## src/rtl/pc_seq_ctrl.sv

```systemverilog
// pc_seq_ctrl: multi-cycle fetch/execute sequencer that owns the program counter.
// It fetches a word over an imem req/ack handshake, hands it to the datapath,
// waits for ex_done, then selects the next PC (jr > jump > taken branch > pc+4).
// It also detects halt, misaligned targets and fetch timeouts.
//
// Optional feature macro: PC_SEQ_INSTRET_EN (retired-instruction counter).
//
// Ports:
//   clock, reset          rising-edge clock, async active-low reset
//   run_en                level enable for sequencing
//   imem_req/addr/ack/rdata  instruction fetch handshake (addr == pc)
//   instr, instr_valid    latched instruction word and one-cycle update pulse
//   ex_done               datapath finished current instruction
//   branch, zero, jump, jr, *_target   next-PC sources
//   halt_req              current instruction is halt
//   pc, pc_plus4          current PC and combinational pc+4
//   state                 FSM encoding (IDLE=0 FETCH=1 EXEC=2 HALTED=3 FAULT=4)
//   fault, fault_addr     sticky fault flag and offending address
//   instret               retired-instruction count (0 when feature disabled)
module pc_seq_ctrl #(
  parameter logic [31:0] RESET_PC     = 32'h0000_0000,
  parameter int unsigned IMEM_TIMEOUT = 16
) (
  input  logic        clock,
  input  logic        reset,
  input  logic        run_en,
  output logic        imem_req,
  output logic [31:0] imem_addr,
  input  logic        imem_ack,
  input  logic [31:0] imem_rdata,
  output logic [31:0] instr,
  output logic        instr_valid,
  input  logic        ex_done,
  input  logic        branch,
  input  logic        zero,
  input  logic        jump,
  input  logic        jr,
  input  logic [31:0] branch_target,
  input  logic [31:0] jump_target,
  input  logic [31:0] jr_target,
  input  logic        halt_req,
  output logic [31:0] pc,
  output logic [31:0] pc_plus4,
  output logic [2:0]  state,
  output logic        fault,
  output logic [31:0] fault_addr,
  output logic [31:0] instret
);

  localparam int unsigned CNT_W = 8;

  typedef enum logic [2:0] {
    S_IDLE   = 3'd0,
    S_FETCH  = 3'd1,
    S_EXEC   = 3'd2,
    S_HALTED = 3'd3,
    S_FAULT  = 3'd4
  } state_t;

  state_t           cur;
  logic [CNT_W-1:0] tmo_cnt;
  logic [31:0]      next_pc;
  logic             retire;

  assign imem_addr = pc;
  assign pc_plus4  = pc + 32'd4;
  assign state     = cur;

  // Next-PC source select in priority order.
  always_comb begin
    next_pc = pc_plus4;
    if (jr)                next_pc = jr_target;
    else if (jump)         next_pc = jump_target;
    else if (branch && zero) next_pc = branch_target;
  end

  // An instruction retires only when it actually advances the PC.
  assign retire = (cur == S_EXEC) && ex_done && !halt_req && (next_pc[1:0] == 2'b00);

  // Sequencer FSM with registered outputs.
  always_ff @(posedge clock or negedge reset) begin
    if (!reset) begin
      cur         <= S_IDLE;
      pc          <= RESET_PC;
      imem_req    <= 1'b0;
      instr       <= 32'h0;
      instr_valid <= 1'b0;
      fault       <= 1'b0;
      fault_addr  <= 32'h0;
      tmo_cnt     <= '0;
    end else begin
      instr_valid <= 1'b0;
      case (cur)
        S_IDLE: begin
          imem_req <= 1'b0;
          if (run_en) begin
            if (pc[1:0] != 2'b00) begin
              cur        <= S_FAULT;
              fault      <= 1'b1;
              fault_addr <= pc;
            end else begin
              cur      <= S_FETCH;
              imem_req <= 1'b1;
              tmo_cnt  <= '0;
            end
          end
        end
        S_FETCH: begin
          // Ack is checked first so it wins on the final allowed cycle.
          if (imem_ack) begin
            instr       <= imem_rdata;
            instr_valid <= 1'b1;
            imem_req    <= 1'b0;
            cur         <= S_EXEC;
          end else if (tmo_cnt == CNT_W'(IMEM_TIMEOUT - 1)) begin
            tmo_cnt    <= tmo_cnt + CNT_W'(1);
            imem_req   <= 1'b0;
            fault      <= 1'b1;
            fault_addr <= pc;
            cur        <= S_FAULT;
          end else begin
            tmo_cnt <= tmo_cnt + CNT_W'(1);
          end
        end
        S_EXEC: begin
          imem_req <= 1'b0;
          if (ex_done) begin
            if (halt_req) begin
              cur <= S_HALTED;
            end else if (next_pc[1:0] != 2'b00) begin
              fault      <= 1'b1;
              fault_addr <= next_pc;
              cur        <= S_FAULT;
            end else begin
              pc <= next_pc;
              if (run_en) begin
                cur      <= S_FETCH;
                imem_req <= 1'b1;
                tmo_cnt  <= '0;
              end else begin
                cur <= S_IDLE;
              end
            end
          end
        end
        S_HALTED: begin
          imem_req <= 1'b0;
        end
        S_FAULT: begin
          imem_req <= 1'b0;
          fault    <= 1'b1;
        end
        default: begin
          imem_req <= 1'b0;
          fault    <= 1'b1;
          cur      <= S_FAULT;
        end
      endcase
    end
  end

`ifdef PC_SEQ_INSTRET_EN
  logic [31:0] instret_q;

  // Retired-instruction counter, wraps modulo 2^32.
  always_ff @(posedge clock or negedge reset) begin
    if (!reset) begin
      instret_q <= 32'h0;
    end else if (retire) begin
      instret_q <= instret_q + 32'd1;
    end
  end

  assign instret = instret_q;
`else
  logic unused_retire;
  assign unused_retire = retire;
  assign instret       = 32'h0;
`endif

endmodule

```

## config.mk

```make
export PLATFORM = sky130hd
export DESIGN_NAME = pc_seq_ctrl
export DESIGN_NICKNAME = d
export VERILOG_FILES = /design/src/rtl/pc_seq_ctrl.sv
export SDC_FILE = /design/constraint.sdc
export NUM_CORES = 1
export LEC_CHECK = 0
export CORE_AREA = 2 2 132 134
export CTS_CLUSTER_SIZE = 24
export DETAILED_ROUTE_END_ITERATION = 8
export DIE_AREA = 0 0 134 136
export PLACE_DENSITY_LB_ADDON = 0.12
export SLEW_MARGIN = 20
export SYNTH_ARGS = -nofsm -noshare
export SYNTH_HDL_FRONTEND = slang
export SYNTH_SLANG_ARGS = --single-unit
```

## constraint.sdc

```tcl
create_clock -name clock -period 5 [get_ports clock]
set_clock_uncertainty 0.1 [all_clocks]
set_input_delay 1 -clock clock [delete_from_list [all_inputs] [get_ports clock]]
set_output_delay 1 -clock clock [all_outputs]
set_load 0.005 [all_outputs]
```

==> impl_metrics.xml <==
<?xml version="1.0" encoding="UTF-8"?>
<metrics>
  <group name="outcome">
    <metric name="run_status" unit="">finished clean</metric>
  </group>
  <group name="finish">
    <metric name="drive_gt1_frac" unit="">0.0768</metric>
    <metric name="sequential_cell_area" unit="um^2">2750</metric>
    <metric name="layout-area-overhead-vs-synth" unit="%">44.4</metric>
    <metric name="antenna-diode-count" unit="">0</metric>
    <metric name="n_fill_cell" unit="">1538</metric>
    <metric name="layout.cells.most_common" unit="">clkdlybuf4s50_1</metric>
    <metric name="multi_input_comb_area" unit="um^2">3630</metric>
    <metric name="num-nets-final" unit="">1176</metric>
    <metric name="final_cell_mix" unit="">300 x clkdlybuf4s50_1, 110 x dfrtp_1, 80 x nand2_1, 77 x o21ai_0, 61 x nor2_1</metric>
  </group>
  <group name="detailed_routing">
    <metric name="drt.antenna.violating_nets" unit="">0</metric>
    <metric name="drc" unit="">0</metric>
    <metric name="drt_wl_total" unit="um">24800</metric>
    <metric name="wl_per_cell" unit="um">19.6</metric>
    <metric name="drt_iter0_markers" unit="">356</metric>
    <metric name="num_vias" unit="">6864</metric>
    <metric name="detail_route.first_pass.iterations" unit="">5</metric>
    <metric name="detail_route.vias_per_cell" unit="">5.42</metric>
  </group>
  <group name="placed_design">
    <metric name="dp_slack" unit="ns">0.946</metric>
    <metric name="gp_congestion" unit="">0.825</metric>
    <metric name="dp_hpwl" unit="um">18300</metric>
    <metric name="portBuffers" unit="">303</metric>
  </group>
  <group name="logic_synthesis">
    <metric name="synth_seq_area_share" unit="">0.392</metric>
    <metric name="synth_compound_area_frac" unit="">0.203</metric>
    <metric name="synth_xor_area_frac" unit="">0.0349</metric>
    <metric name="netlist_area" unit="um^2">7030</metric>
    <metric name="synth_top_area_cell" unit="">dfrtp_1</metric>
    <metric name="synth_largest_type_area_fraction" unit="">0.392</metric>
    <metric name="synth_area_per_cell" unit="um^2">8.79</metric>
    <metric name="ys.warnings.count" unit="">0</metric>
    <metric name="largest_family_of_logic_cells_by_synthesized_area" unit="">compound AO/OA/AOI/OAI gates</metric>
    <metric name="postSynthCellCount" unit="">799</metric>
    <metric name="ys_dominant_reg_cell" unit="">dfrtp_1</metric>
    <metric name="synth_simple_gate_area_share" unit="">0.179</metric>
    <metric name="synth-adder-area-share" unit="">0.00356</metric>
    <metric name="synth.distinct_cells" unit="">64</metric>
    <metric name="synth-edff-count" unit="">0</metric>
    <metric name="netlist_top_cells_area" unit="">dfrtp_1 39%, buf_4 7.3%, mux2_2 5.6%</metric>
    <metric name="ys_ff_latch" unit="">110</metric>
    <metric name="async_reset_ff_frac" unit="">1.00</metric>
    <metric name="synth.mux.area_fraction" unit="">0.0773</metric>
  </group>
  <group name="pwr">
    <metric name="total_leakage_power" unit="nW">4.06</metric>
    <metric name="fin_total_pwr" unit="mW">4.84</metric>
    <metric name="total_switching_power" unit="mW">1.74</metric>
    <metric name="power.clock.fraction" unit="">0.162</metric>
    <metric name="cellPowerDensity" unit="nW/um^2">477</metric>
    <metric name="share_comb_of_total_power" unit="">0.494</metric>
    <metric name="sw_frac_of_total" unit="">0.360</metric>
    <metric name="total_internal_power" unit="mW">3.10</metric>
    <metric name="ir_drop" unit="V">0.000325</metric>
    <metric name="seq_power_share" unit="">0.345</metric>
  </group>
  <group name="global_route">
    <metric name="total_routing_usage_reported_by_global_routing" unit="">0.267</metric>
    <metric name="total_gr_overflow" unit="">0</metric>
    <metric name="grt_max_degree" unit="">71</metric>
    <metric name="via_count_of_the_first_global_routing_pass" unit="">6547</metric>
    <metric name="antenna_violations_before_repair" unit="">0</metric>
    <metric name="grt_pass1_wl" unit="um">37300</metric>
  </group>
  <group name="sta">
    <metric name="totalNegativeSetupSlack" unit="ns">0</metric>
    <metric name="portion_of_the_clock_cycle_consumed_by_the_worst_path_in_the_final_layout" unit="">0.855</metric>
    <metric name="rsz_0062_raised_after_global_routing" unit="">no</metric>
    <metric name="finalWorstSetupSlack" unit="ns">0.725</metric>
    <metric name="pin_slew_with_the_least_headroom_to_its_limit" unit="ns">0.990</metric>
    <metric name="final-hold-violation-count" unit="">0</metric>
    <metric name="slew_viol_final" unit="">0</metric>
    <metric name="timing.slew.headroom" unit="">0.340</metric>
    <metric name="achievable_frequency" unit="GHz">0.234</metric>
    <metric name="report.final.setup_viol" unit="">0</metric>
    <metric name="fin_crit_period" unit="ns">4.27</metric>
  </group>
  <group name="clock_tree">
    <metric name="postCtsHoldBufs" unit="">0</metric>
    <metric name="cts-buffers-inserted" unit="">9</metric>
    <metric name="cts_tree" unit="">done</metric>
    <metric name="post_cts.repair.setup_buffers" unit="">0</metric>
    <metric name="post_cts.resized_instances" unit="">0</metric>
    <metric name="cts_root_buffer" unit="">clkbuf_16</metric>
    <metric name="clkTransAtPathRegs" unit="ns">0.08</metric>
    <metric name="cts-htree-levels" unit="">3</metric>
    <metric name="clock_insertion_delay_worst_skew" unit="ns">0.36</metric>
    <metric name="clock_tree.buffer_depth" unit="">2</metric>
    <metric name="clkSinkCount" unit="">110</metric>
  </group>
  <group name="floorplanning">
    <metric name="core_area" unit="um^2">16900</metric>
    <metric name="die_height" unit="um">136</metric>
    <metric name="initial_core_util" unit="">0.416</metric>
    <metric name="dieArea" unit="um^2">18200</metric>
    <metric name="top_level_ports" unit="">336</metric>
    <metric name="die_width" unit="um">134</metric>
    <metric name="cell_rows" unit="">48</metric>
  </group>
  <group name="setup_path">
    <metric name="kind_of_capture_point_of_the_worst_setup_path" unit="">output pin</metric>
    <metric name="cp_top_family" unit="">simple AND/OR/NAND/NOR gates</metric>
    <metric name="worstSetupStartpointType" unit="">register</metric>
    <metric name="critical_path_buf_inv_count" unit="">2</metric>
    <metric name="critPathArrivalTime" unit="ns">3.17</metric>
    <metric name="cp_cell_sequence" unit="">nand4_1, nor3_1, buf_4, and3b_1, xor2_1, clkdlybuf4s50_1</metric>
    <metric name="crit_fanout" unit="">9</metric>
    <metric name="path_class" unit="">reg2out</metric>
    <metric name="crit_required" unit="ns">3.90</metric>
    <metric name="cp_slowest_stage_delay" unit="ns">0.68</metric>
    <metric name="critical-path-slowest-cell" unit="">nor3_1</metric>
  </group>
  <group name="worst_hold_path">
    <metric name="timing.hold.worst.class" unit="">reg2reg</metric>
  </group>
  <group name="flow_run">
    <metric name="max_cap_viol_count" unit="">0</metric>
  </group>
</metrics>
flip-flops by register name, summed over array words and instances (netlist names):
signal / cells
state: 3
fault_addr: 32
instr_valid: 1
tmo_cnt: 8
imem_req: 1
fault: 1
instr: 32
imem_addr: 32
synthesized netlist by cell type (all sizes together) (4+ instances only):
library cell  instances
o31ai                 6
nor2                 61
and3b                 4
and4                  4
a21oi                36
nand2b                9
a221oi               13
and2                  9
o311ai                4
nor3                 11
nand2                82
inv                  11
a41oi                 4
nor3b                 6
nor2b                 4
nand4                 7
xnor2                16
a211oi                5
a22oi                11
dfrtp               110
and3                 10
buf                  86
mux2i                 7
clkbuf               36
o21ai                80
nor4                  8
a31oi                13
o211ai               11
nand3                36
mux2                 42
xor2                 12
o21a                  8
per-layer routing:
layer  up-vias  part of all wire  track usage
met5         -                 0            0
met4         0             0.017       0.0804
met3        27             0.092       0.0757
met2       321              0.49        0.466
met1      3262              0.40        0.320
li1       3254                 -            -
final cells by class:
cell class | count | area share
multi-input combinational | 587 | 0.358
timing repair buffer | 317 | 0.308
sequential | 110 | 0.271
tap | 225 | 0.0277
clock buffer | 9 | 0.0222
clock inverter | 7 | 0.00900
inverter | 11 | 0.00407
path summary, 6_finish.rpt:
check / cells after the start / from / slack [ns] / to
worst max-delay path: 6 / imem_addr[2] / 0.73 / pc_plus4[25]
worst min-delay path: 1 / fault / 0.38 / fault
worst max register to register: 6 / imem_addr[0] / 2.17 / imem_addr[5]
worst min register to register: 1 / fault / 0.38 / fault
max in group asynchronous: 2 / reset / 3.41 / fault_addr[2]
min in group asynchronous: 2 / reset / 0.60 / fault_addr[20]
power by group through the flow:
stage                     Combinational (mW)  Sequential, mW  Clock [mW]
after CTS                               2.41            1.67       0.802
after floorplan                         1.13            1.57           0
after detailed placement                2.40            1.68           0
after global placement                  2.39            1.67           0
final                                   2.39            1.67       0.783
after global routing                    2.60            1.73       0.831
cells by family after synthesis:
family | Yosys count
AND/OR/NAND/NOR | 259
other | 1
adder cells (fa/ha/maj) | 2
buffers and inverters | 133
AO/OA/AOI/OAI | 217
multiplexers | 49
XOR/XNOR | 28
flip-flops | 110
per-stage QoR:
step	hold slack, ns	std cells	cell area [um^2]	util
2_1_floorplan	0.346	830	7140	-
3_3_place_gp	0.351	1250	9830	0.583
3_5_place_dp	0.364	1250	9830	0.583
4_1_cts	0.384	1266	10100	0.601
5_1_grt	0.406	1266	10100	0.601
6_report	0.379	1266	10100	0.601
Note: power is estimated with default switching activity, not from simulation.
